==> src/rtl/uart_cmd_responder.sv <==
// uart_cmd_responder: 8N1 UART command receiver (two bytes, high first) and response transmitter.
// Optional macro BYTE_TIMEOUT_EN drops a stale high byte after TIMEOUT_BITS idle bit-times.
module uart_cmd_responder #(
  parameter int BAUD_DIV     = 2604,
  parameter int TIMEOUT_BITS = 40
) (
  input  logic        clk,
  input  logic        rst_n,
  input  logic        RX,
  output logic        TX,
  output logic [15:0] cmd,
  output logic        cmd_rdy,
  input  logic        clr_cmd_rdy,
  input  logic [7:0]  resp,
  input  logic        send_resp,
  output logic        resp_sent
);
  localparam logic [11:0] BAUD_LAST = 12'(BAUD_DIV - 1);
  localparam logic [11:0] HALF_LAST = 12'(BAUD_DIV / 2 - 1);
  localparam logic [1:0] S_IDLE = 2'd0, S_START = 2'd1, S_DATA = 2'd2, S_STOP = 2'd3;
  localparam logic [0:0] WAIT_HI = 1'b0, WAIT_LO = 1'b1;

  logic        rx_meta_q, rx_sync_q, rx_prev_q;
  logic [1:0]  rx_st_q, rx_st_d;
  logic [11:0] rx_cnt_q, rx_cnt_d;
  logic [3:0]  rx_bit_q, rx_bit_d;
  logic [7:0]  rx_sh_q, rx_sh_d;
  logic        rx_start, rx_ok, rx_err;
  logic [0:0]  asm_q, asm_d;
  logic [7:0]  hi_q, hi_d;
  logic [15:0] cmd_q, cmd_d;
  logic        cmd_rdy_q, cmd_rdy_d, cmd_set, timeout;
  logic [1:0]  tx_st_q, tx_st_d;
  logic [11:0] tx_cnt_q, tx_cnt_d;
  logic [3:0]  tx_bit_q, tx_bit_d;
  logic [7:0]  tx_sh_q, tx_sh_d;
  logic        tx_q, tx_d, sent_q, sent_d;

  assign TX        = tx_q;
  assign cmd       = cmd_q;
  assign cmd_rdy   = cmd_rdy_q;
  assign resp_sent = sent_q;

  always_comb begin
    rx_st_d  = rx_st_q;
    rx_cnt_d = rx_cnt_q + 12'd1;
    rx_bit_d = rx_bit_q;
    rx_sh_d  = rx_sh_q;
    rx_start = 1'b0;
    rx_ok    = 1'b0;
    rx_err   = 1'b0;
    case (rx_st_q)
      S_IDLE: begin
        rx_cnt_d = '0;
        if (rx_prev_q && !rx_sync_q) rx_st_d = S_START;
      end
      S_START: if (rx_cnt_q == HALF_LAST) begin
        rx_cnt_d = '0;
        rx_bit_d = '0;
        rx_start = !rx_sync_q;
        rx_st_d  = rx_sync_q ? S_IDLE : S_DATA;
      end
      S_DATA: if (rx_cnt_q == BAUD_LAST) begin
        rx_cnt_d = '0;
        rx_sh_d  = {rx_sync_q, rx_sh_q[7:1]};
        rx_bit_d = rx_bit_q + 4'd1;
        rx_st_d  = (rx_bit_q == 4'd7) ? S_STOP : S_DATA;
      end
      default: if (rx_cnt_q == BAUD_LAST) begin
        rx_cnt_d = '0;
        rx_ok    = rx_sync_q;
        rx_err   = !rx_sync_q;
        rx_st_d  = S_IDLE;
      end
    endcase
  end

  // A good low byte publishes {hi,lo}; a framing error or timeout restarts at the high byte.
  always_comb begin
    asm_d   = asm_q;
    hi_d    = hi_q;
    cmd_d   = cmd_q;
    cmd_set = 1'b0;
    if (rx_ok && asm_q == WAIT_HI) begin
      hi_d  = rx_sh_q;
      asm_d = WAIT_LO;
    end else if (rx_ok) begin
      cmd_d   = {hi_q, rx_sh_q};
      cmd_set = 1'b1;
      asm_d   = WAIT_HI;
    end else if (rx_err || timeout) begin
      asm_d = WAIT_HI;
    end
    cmd_rdy_d = cmd_set | (cmd_rdy_q & ~clr_cmd_rdy & ~(rx_start & (asm_q == WAIT_HI)));
  end

`ifdef BYTE_TIMEOUT_EN
  localparam int TO_W = $clog2(TIMEOUT_BITS * BAUD_DIV);
  localparam logic [TO_W-1:0] TO_LAST = TO_W'(TIMEOUT_BITS * BAUD_DIV - 1);
  logic [TO_W-1:0] to_q, to_d;
  assign timeout = (asm_q == WAIT_LO) && !rx_start && (to_q == TO_LAST);
  assign to_d    = ((asm_q == WAIT_LO) && !rx_start && !timeout) ? to_q + 1'b1 : '0;
  always_ff @(posedge clk or negedge rst_n)
    if (!rst_n) to_q <= '0;
    else to_q <= to_d;
`else
  assign timeout = 1'b0;
`endif

  always_comb begin
    tx_st_d  = tx_st_q;
    tx_cnt_d = tx_cnt_q + 12'd1;
    tx_bit_d = tx_bit_q;
    tx_sh_d  = tx_sh_q;
    tx_d     = tx_q;
    sent_d   = sent_q;
    case (tx_st_q)
      S_IDLE: begin
        tx_cnt_d = '0;
        if (send_resp) begin
          tx_sh_d = resp;
          sent_d  = 1'b0;
          tx_d    = 1'b0;
          tx_st_d = S_START;
        end
      end
      S_START: if (tx_cnt_q == BAUD_LAST) begin
        tx_cnt_d = '0;
        tx_bit_d = '0;
        tx_d     = tx_sh_q[0];
        tx_st_d  = S_DATA;
      end
      S_DATA: if (tx_cnt_q == BAUD_LAST) begin
        tx_cnt_d = '0;
        tx_bit_d = tx_bit_q + 4'd1;
        tx_sh_d  = {1'b0, tx_sh_q[7:1]};
        tx_d     = (tx_bit_q == 4'd7) ? 1'b1 : tx_sh_q[1];
        tx_st_d  = (tx_bit_q == 4'd7) ? S_STOP : S_DATA;
      end
      default: if (tx_cnt_q == BAUD_LAST) begin
        tx_cnt_d = '0;
        sent_d   = 1'b1;
        tx_st_d  = S_IDLE;
      end
    endcase
  end

  always_ff @(posedge clk or negedge rst_n) begin
    if (!rst_n) begin
      rx_meta_q <= 1'b1;
      rx_sync_q <= 1'b1;
      rx_prev_q <= 1'b1;
      rx_st_q   <= S_IDLE;
      rx_cnt_q  <= '0;
      rx_bit_q  <= '0;
      rx_sh_q   <= '0;
      asm_q     <= WAIT_HI;
      hi_q      <= '0;
      cmd_q     <= '0;
      cmd_rdy_q <= 1'b0;
      tx_st_q   <= S_IDLE;
      tx_cnt_q  <= '0;
      tx_bit_q  <= '0;
      tx_sh_q   <= '0;
      tx_q      <= 1'b1;
      sent_q    <= 1'b0;
    end else begin
      rx_meta_q <= RX;
      rx_sync_q <= rx_meta_q;
      rx_prev_q <= rx_sync_q;
      rx_st_q   <= rx_st_d;
      rx_cnt_q  <= rx_cnt_d;
      rx_bit_q  <= rx_bit_d;
      rx_sh_q   <= rx_sh_d;
      asm_q     <= asm_d;
      hi_q      <= hi_d;
      cmd_q     <= cmd_d;
      cmd_rdy_q <= cmd_rdy_d;
      tx_st_q   <= tx_st_d;
      tx_cnt_q  <= tx_cnt_d;
      tx_bit_q  <= tx_bit_d;
      tx_sh_q   <= tx_sh_d;
      tx_q      <= tx_d;
      sent_q    <= sent_d;
    end
  end
endmodule

==> config.mk <==
export PLATFORM = sky130hd
export DESIGN_NAME = uart_cmd_responder
export DESIGN_NICKNAME = d
export VERILOG_FILES = /design/src/rtl/uart_cmd_responder.sv
export SDC_FILE = /design/constraint.sdc
export NUM_CORES = 1
export LEC_CHECK = 0
export BUFFER_PORTS_ARGS = -buffer_cell sky130_fd_sc_hd__buf_2
export CAP_MARGIN = 30
export CORE_MARGIN = 1
export CORE_UTILIZATION = 40
export DETAILED_ROUTE_END_ITERATION = 10
export PLACE_DENSITY_LB_ADDON = 0.3
export SYNTH_ARGS = -nofsm -noshare
export SYNTH_HDL_FRONTEND = slang
export SYNTH_SLANG_ARGS = --single-unit
==> constraint.sdc <==
create_clock -name clk -period 3.2 [get_ports clk]
set_clock_uncertainty 0.15 [all_clocks]
set_input_delay 0.32 -clock clk [delete_from_list [all_inputs] [get_ports clk]]
set_output_delay 0.32 -clock clk [all_outputs]
set_load 0.02 [all_outputs]
==> key figures, run 1 <==
Outcome
  – Status: completed

Logic synthesis
  – Post-synth top area cell: dfrtp_1
  – Synthesized area: 3800 um^2
  – Top FF cell, synth: dfrtp_1
  – Number of synthesized register bits: 83
  – Number of flops mapped to enable cells by yosys: 0
  – Dominant cells by area after synthesis: dfrtp_1, mux2_2, xor2_1
  – Yosys warning count: 0
  – Asr flop ratio synth: 1.00
  – Synth top area share: 0.520
  – Netlist cell types: 43
  – Post-synthesis sequential area ratio: 0.548
  – Syn_nets: 333
  – Synth Instances: 311
  – Syn Area/Cell: 12.2 um^2

Timing
  – Post-route setup TNS: 0 ps
  – Worst slew pin tran: 752 ps
  – Slew Limit Fails: 0
  – Final hold viol count: 0
  – Final period utilization: 0.801
  – Tmin final: 2560 ps
  – Max_slew headroom: 0.499
  – PnR worst setup slack: 636 ps
  – Max Clock Freq: 390 MHz
  – Final setup viols: 0
  – RSZ-0062 raised after global routing: false

Clock tree
  – Clock slew seen by the registers of the worst setup and hold paths: 90 ps
  – H-tree levels: 3
  – TritonCTS clock tree: done
  – Longest Clk Path Bufs: 2
  – CTS Root Cell: clkbuf_8
  – Number of post-CTS setup repair buffers: 0
  – Clk Latency, worst-skew pair: 350 ps
  – Clk sinks: 83
  – CTS Buf Count: 9

Global route
  – Tot GR Track Use: 0.147
  – Largest net degree at the start of global routing: 67
  – Vias in the first global route: 2481
  – Antenna violations before repair: 0
  – First-pass GRT wire length: 11.5 mm
  – Total grt overflow: 0

Floorplan
  – Width of the die: 99.5 um
  – Die area: 9900 um^2
  – Row count: 35
  – Initial core utilization: 0.411
  – Core area: 9240 um^2
  – Top Ports: 32
  – Die span in y: 99.5 um

Critical path
  – WP data required: 3280 ps
  – Crit-path cells: ha_1, and4bb_2, nand3_1, or3_1, mux2_2
  – R2r startpoint: rx_cnt_q[0]
  – Slowest Stage Delay on Critical Path: 750 ps
  – Critical path capture point type: flop
  – Reg2Reg Setup Slack: 640 ps
  – Critical path launch point type: flop
  – CP Max Fanout: 17
  – Critical path arrival: 2650 ps
  – Reg2Reg Depth: 5
  – Buffers & Inverters on Critical Path: 0
  – Top Family by Delay on Critical Path: simple AND/OR/NAND/NOR gates
  – Crit path kind: flop to flop
  – Worst R2R End: cmd[3]
  – CP max-delay cell: or3_1

Routing
  – DR vias: 2409
  – Vias/cell: 4.99
  – DRC: 0
  – Antenna Nets Post-Route: 0
  – Iteration-0 DRC Markers: 99
  – Routed wire length per instance: 13.4 um
  – First-pass DRT Iterations: 4
  – Routed WL: 6.46 mm

Worst hold path
  – Hold Path Class: input pin to flop
  – HP Start: clr_cmd_rdy
  – Hold depth: 4
  – Hold EP: cmd_rdy

Power
  – Worst vdd ir: 0.197 mV
  – Total Power: 2.13 mW
  – P per Cell Area: 490 nW/um^2
  – P_leak: 2.03 nW

Finish
  – Share of cells above drive strength 1: 0.314
  – # diodes: 0
  – Area Growth Syn to Fin: 14.3%
  – Layout Nets: 371
  – # fillers: 842
  – FF+latch area: 2080 um^2
  – Multi-input logic area: 1630 um^2

Placed design
  – Detail Placement HPWL: 4.38 mm
  – Port buffer count: 31
  – GP Congestion: 0.759
  – Dpl ws: 642 ps

Run
  – Max_cap viols: 0
Yosys cell counts (2+ instances only):
cell type and instances:
nor3b_1 5, dfrtp_1 79, inv_1 9, nand4b_1 2
dfstp_2 4, nand3_1 18, nor2_1 28, and4_1 4
nand4_1 8, nand2_1 10, a21boi_0 4, a21oi_1 2
and4bb_2 2, a22oi_1 2, o211ai_1 2, clkbuf_1 4
a22o_1 2, nor4bb_1 3, mux2_2 50, buf_6 2
nor2b_1 4, xnor2_1 6, nor4_1 2, ha_1 9
buf_2 3, o21ai_0 12, nor3_1 3, or3_1 5
xor2_1 13
how the worst max path moves through the flow:
stage | startpoint | to | slack, ps | depth (start not counted)
after global routing | rx_cnt_q[0] | cmd[3] | 450 | 5
after detailed placement | tx_cnt_q[0] | tx_sh_q[1] | 640 | 5
after floorplan | tx_cnt_q[6] | tx_sh_q[0] | 880 | 5
after global placement | rx_cnt_q[0] | cmd[11] | 700 | 5
final | rx_cnt_q[0] | cmd[3] | 640 | 5
after CTS | rx_cnt_q[0] | cmd[8] | 620 | 5
cell families (layout without fill, tap and decap cells):
kind of cell / Yosys count / after routing / synth area share
XOR/XNOR: 19 / 19 / 0.0438
AO/OA/AOI/OAI: 30 / 30 / 0.0550
AND/OR/NAND/NOR: 102 / 102 / 0.153
adder cells (fa/ha/maj): 9 / 9 / 0.0296
flip-flops: 83 / 83 / 0.548
multiplexers: 50 / 50 / 0.148
buffers and inverters: 18 / 61 / 0.0227
state kept, by name, summed over array words and instances, names as in the netlist, 4 cells and up:
| name | cells |
|---|---|
| cmd | 16 |
| hi_q | 8 |
| rx_bit_q | 4 |
| rx_cnt_q | 12 |
| rx_sh_q | 8 |
| tx_bit_q | 4 |
| tx_cnt_q | 12 |
| tx_sh_q | 8 |
metrics by stage:
stage	instances	hold slack [ps]	util	area, um^2
floorplan	311	-126	-	3800
global placement	464	198	0.442	4080
detailed placement	465	68.8	0.445	4110
CTS	483	88.2	0.470	4350
global route	483	117	0.470	4350
finish	483	107	0.470	4350
power breakdown:
part	total (mW)	switching, mW	internal, mW
Sequential	1.18	0.0785	1.10
Clock	0.793	0.412	0.381
Combinational	0.156	0.0758	0.0801
Total	2.13	0.566	1.56
worst register-to-register path: stages (launching register included):
cell      delay [ps]
dfrtp_1          410
ha_1             240
and4bb_2         270
nand3_1          230
or3_1            750
mux2_2           400
layout by cell type (no fill, tap or decap), types with 3 or more instances in the layout:
master / count
buf_4: 3
and4_1: 4
buf_2: 30
xnor2_1: 6
nand2_1: 10
inv_1: 9
o21ai_0: 12
nor2_1: 28
xor2_1: 13
nand3_1: 18
nor2b_1: 4
or3_1: 5
dfstp_2: 4
nor3b_1: 5
nor4bb_1: 3
nor3_1: 3
mux2_2: 50
ha_1: 9
dfrtp_1: 79
a21boi_0: 4
clkbuf_8: 9
nand4_1: 8
inv_6: 3
layer usage:
metal	vias up	track usage	routed length [um]	part of all wire
li1	1193	-	-	-
met1	1177	0.196	3240	0.50
met2	34	0.231	2930	0.45
met3	5	0.0443	223	0.035
met4	0	0.0441	64	0.0099
met5	-	0	0	0
cell type report:
class                      instances  share of cell area
clock inverter                     7              0.0210
multi-input combinational        210               0.376
inverter                           9             0.00777
tap                              129              0.0371
clock buffer                       9              0.0285
sequential                        83               0.479
timing repair buffer              36              0.0507
what timing repair did:
action	in CTS	in global routing
resized for setup	0	0
hold endpoints to repair	18	0
hold buffers	2	0
Power figures use the tool's default switching activity.
==> run 2, diff against run 1 <==
- clock period: 3.2 -> 2.66 ns (I/O delays scaled with it)
==> key figures, run 2 (synthesis gave the netlist of run 1 again) <==
Critical path
  – Critical path launch point type: flop
  – Buffers & Inverters on Critical Path: 0 (unchanged)
  – Critical path arrival: 2490 ps (-160 ps)
  – WP data required: 2750 ps (-530 ps)
  – Critical path capture point type: flop
  – Slowest Stage Delay on Critical Path: 480 ps (-270 ps)
  – Crit-path cells: ha_1, nand4b_1, or3_1, a211oi_4, mux2_2
  – CP Max Fanout: 8 (-9)
  – CP max-delay cell: a211oi_4
  – Crit path kind: flop to flop
  – Top Family by Delay on Critical Path: simple AND/OR/NAND/NOR gates

Run
  – Max_cap viols: 0 (unchanged)

Worst hold path
  – Hold Path Class: input pin to flop

Power
  – Worst vdd ir: 0.332 mV (+68%)
  – Total Power: 2.57 mW (+21%)
  – P per Cell Area: 585 nW/um^2 (+20%)
  – P_leak: 2.06 nW (+1.4%)

Global route
  – Antenna violations before repair: 0 (unchanged)
  – Largest net degree at the start of global routing: 44 (-34%)
  – First-pass GRT wire length: 11.2 mm (-2.5%)
  – Tot GR Track Use: 0.145 (-0.00195)
  – Total grt overflow: 0 (unchanged)
  – Vias in the first global route: 2456 (-1.0%)

Finish
  – Commonest cells after routing, fill and taps aside: dfrtp_1, mux2_2, buf_2
  – # fillers: 862 (+2.4%)
  – Core Util, Final: 0.474 (+0.00393)
  – Share of cells above drive strength 1: 0.325 (+0.0114)
  – Commonest non-fill, non-tap cell in the layout: dfrtp_1
  – Layout Nets: 377 (+1.6%)
  – Largest register FFs: 16 (unchanged)
  – FF+latch area: 2080 um^2 (unchanged)
  – Multi-input logic area: 1630 um^2 (unchanged)
  – Area Growth Syn to Fin: 15.3%
  – # diodes: 0 (unchanged)

Timing
  – Slew Limit Fails: 0 (unchanged)
  – Final setup viols: 0 (unchanged)
  – Tmin final: 2400 ps (-165 ps)
  – Final period utilization: 0.902 (+0.101)
  – RSZ-0062 raised after global routing: false
  – Final hold viol count: 0 (unchanged)
  – Post-route setup TNS: 0 ps (unchanged)
  – Max Clock Freq: 417 MHz (+6.9%)
  – Max_slew headroom: 0.646 (+0.147)
  – Worst slew pin tran: 531 ps (-221 ps)

Clock tree
  – Longest Clk Path Bufs: 2 (unchanged)
  – H-tree levels: 3 (unchanged)
  – Clock slew seen by the registers of the worst setup and hold paths: 90 ps (about the same)
  – Post-cts gate resize count: 0 (unchanged)
  – TritonCTS clock tree: done
  – CTS Buf Count: 9 (unchanged)
  – Clk Latency, worst-skew pair: 350 ps (about the same)
  – Clk sinks: 83 (unchanged)
  – CTS Root Cell: clkbuf_8

Routing
  – Routed wire length per instance: 13.5 um (+0.84%)
  – Iteration-0 DRC Markers: 104 (+5.1%)
  – Vias/cell: 5.05 (+1.3%)
  – First-pass DRT Iterations: 4 (unchanged)
  – Antenna Nets Post-Route: 0 (unchanged)
  – DR vias: 2470 (+2.5%)
  – DRC: 0 (unchanged)
  – Routed WL: 6.59 mm (+2.1%)

Floorplan
  – Width of the die: 99.5 um (unchanged)
  – Die span in y: 99.5 um (unchanged)
  – Row count: 35 (unchanged)
  – Top Ports: 32 (unchanged)
  – Core area: 9240 um^2 (unchanged)
  – Die area: 9900 um^2 (unchanged)
  – Initial core utilization: 0.411 (unchanged)

Placed design
  – GP Congestion: 0.789 (+4.0%)
  – Detail Placement HPWL: 4.59 mm (+4.7%)
  – Port buffer count: 31 (unchanged)

Outcome
  – Status: completed
run 2: layer usage:
metal  track usage  up-vias  share of wire
met4        0.0441        0         0.0073
met1         0.187     1228           0.48
met2         0.236       33           0.47
met5             0        -              0
met3        0.0436        6          0.037
li1              -     1203              -
run 2: through the flow:
stage	std cells	setup WS [ps]	hold WS [ps]	area [um^2]
finish	489	261	43.6	4380
CTS	489	246	28.1	4380
global route	489	108	63.9	4380
detailed placement	471	259	139	4150
floorplan	311	345	-180	3800
global placement	471	302	136	4150
run 2: worst paths after layout:
check                             from         end  slack (ps)  cells after the start
max in group asynchronous        rst_n   rx_meta_q        1410                      3
max reg2reg                tx_cnt_q[0]  tx_sh_q[2]         260                      5
min reg2reg                  rx_meta_q   rx_sync_q         220                      0
max                        tx_cnt_q[0]  tx_sh_q[2]         260                      5
min in group asynchronous        rst_n     hi_q[2]         280                      2
min                        clr_cmd_rdy     cmd_rdy          40                      4
run 2: worst reg2reg max path, cell delays in order, from the launching register on:
cell	delay, ps
dfrtp_1	410
ha_1	300
nand4b_1	170
or3_1	390
a211oi_4	480
mux2_2	390
run 2: cell type report:
cell class,count,area share
clock buffer,9,0.0283
multi-input combinational,210,0.373
tap,129,0.0368
inverter,9,0.00771
timing repair buffer,42,0.0588
sequential,83,0.475
clock inverter,7,0.0206
run 2: power breakdown:
part	switching [mW]	internal (mW)
clock	0.495	0.463
sequential	0.0958	1.32
combinational	0.0923	0.0954
total	0.683	1.88
run 2: what timing repair did:
item,4_1_cts,5_1_grt
endpoints found under the hold margin,40,0
buffers inserted,0,0
hold buffers,2,0
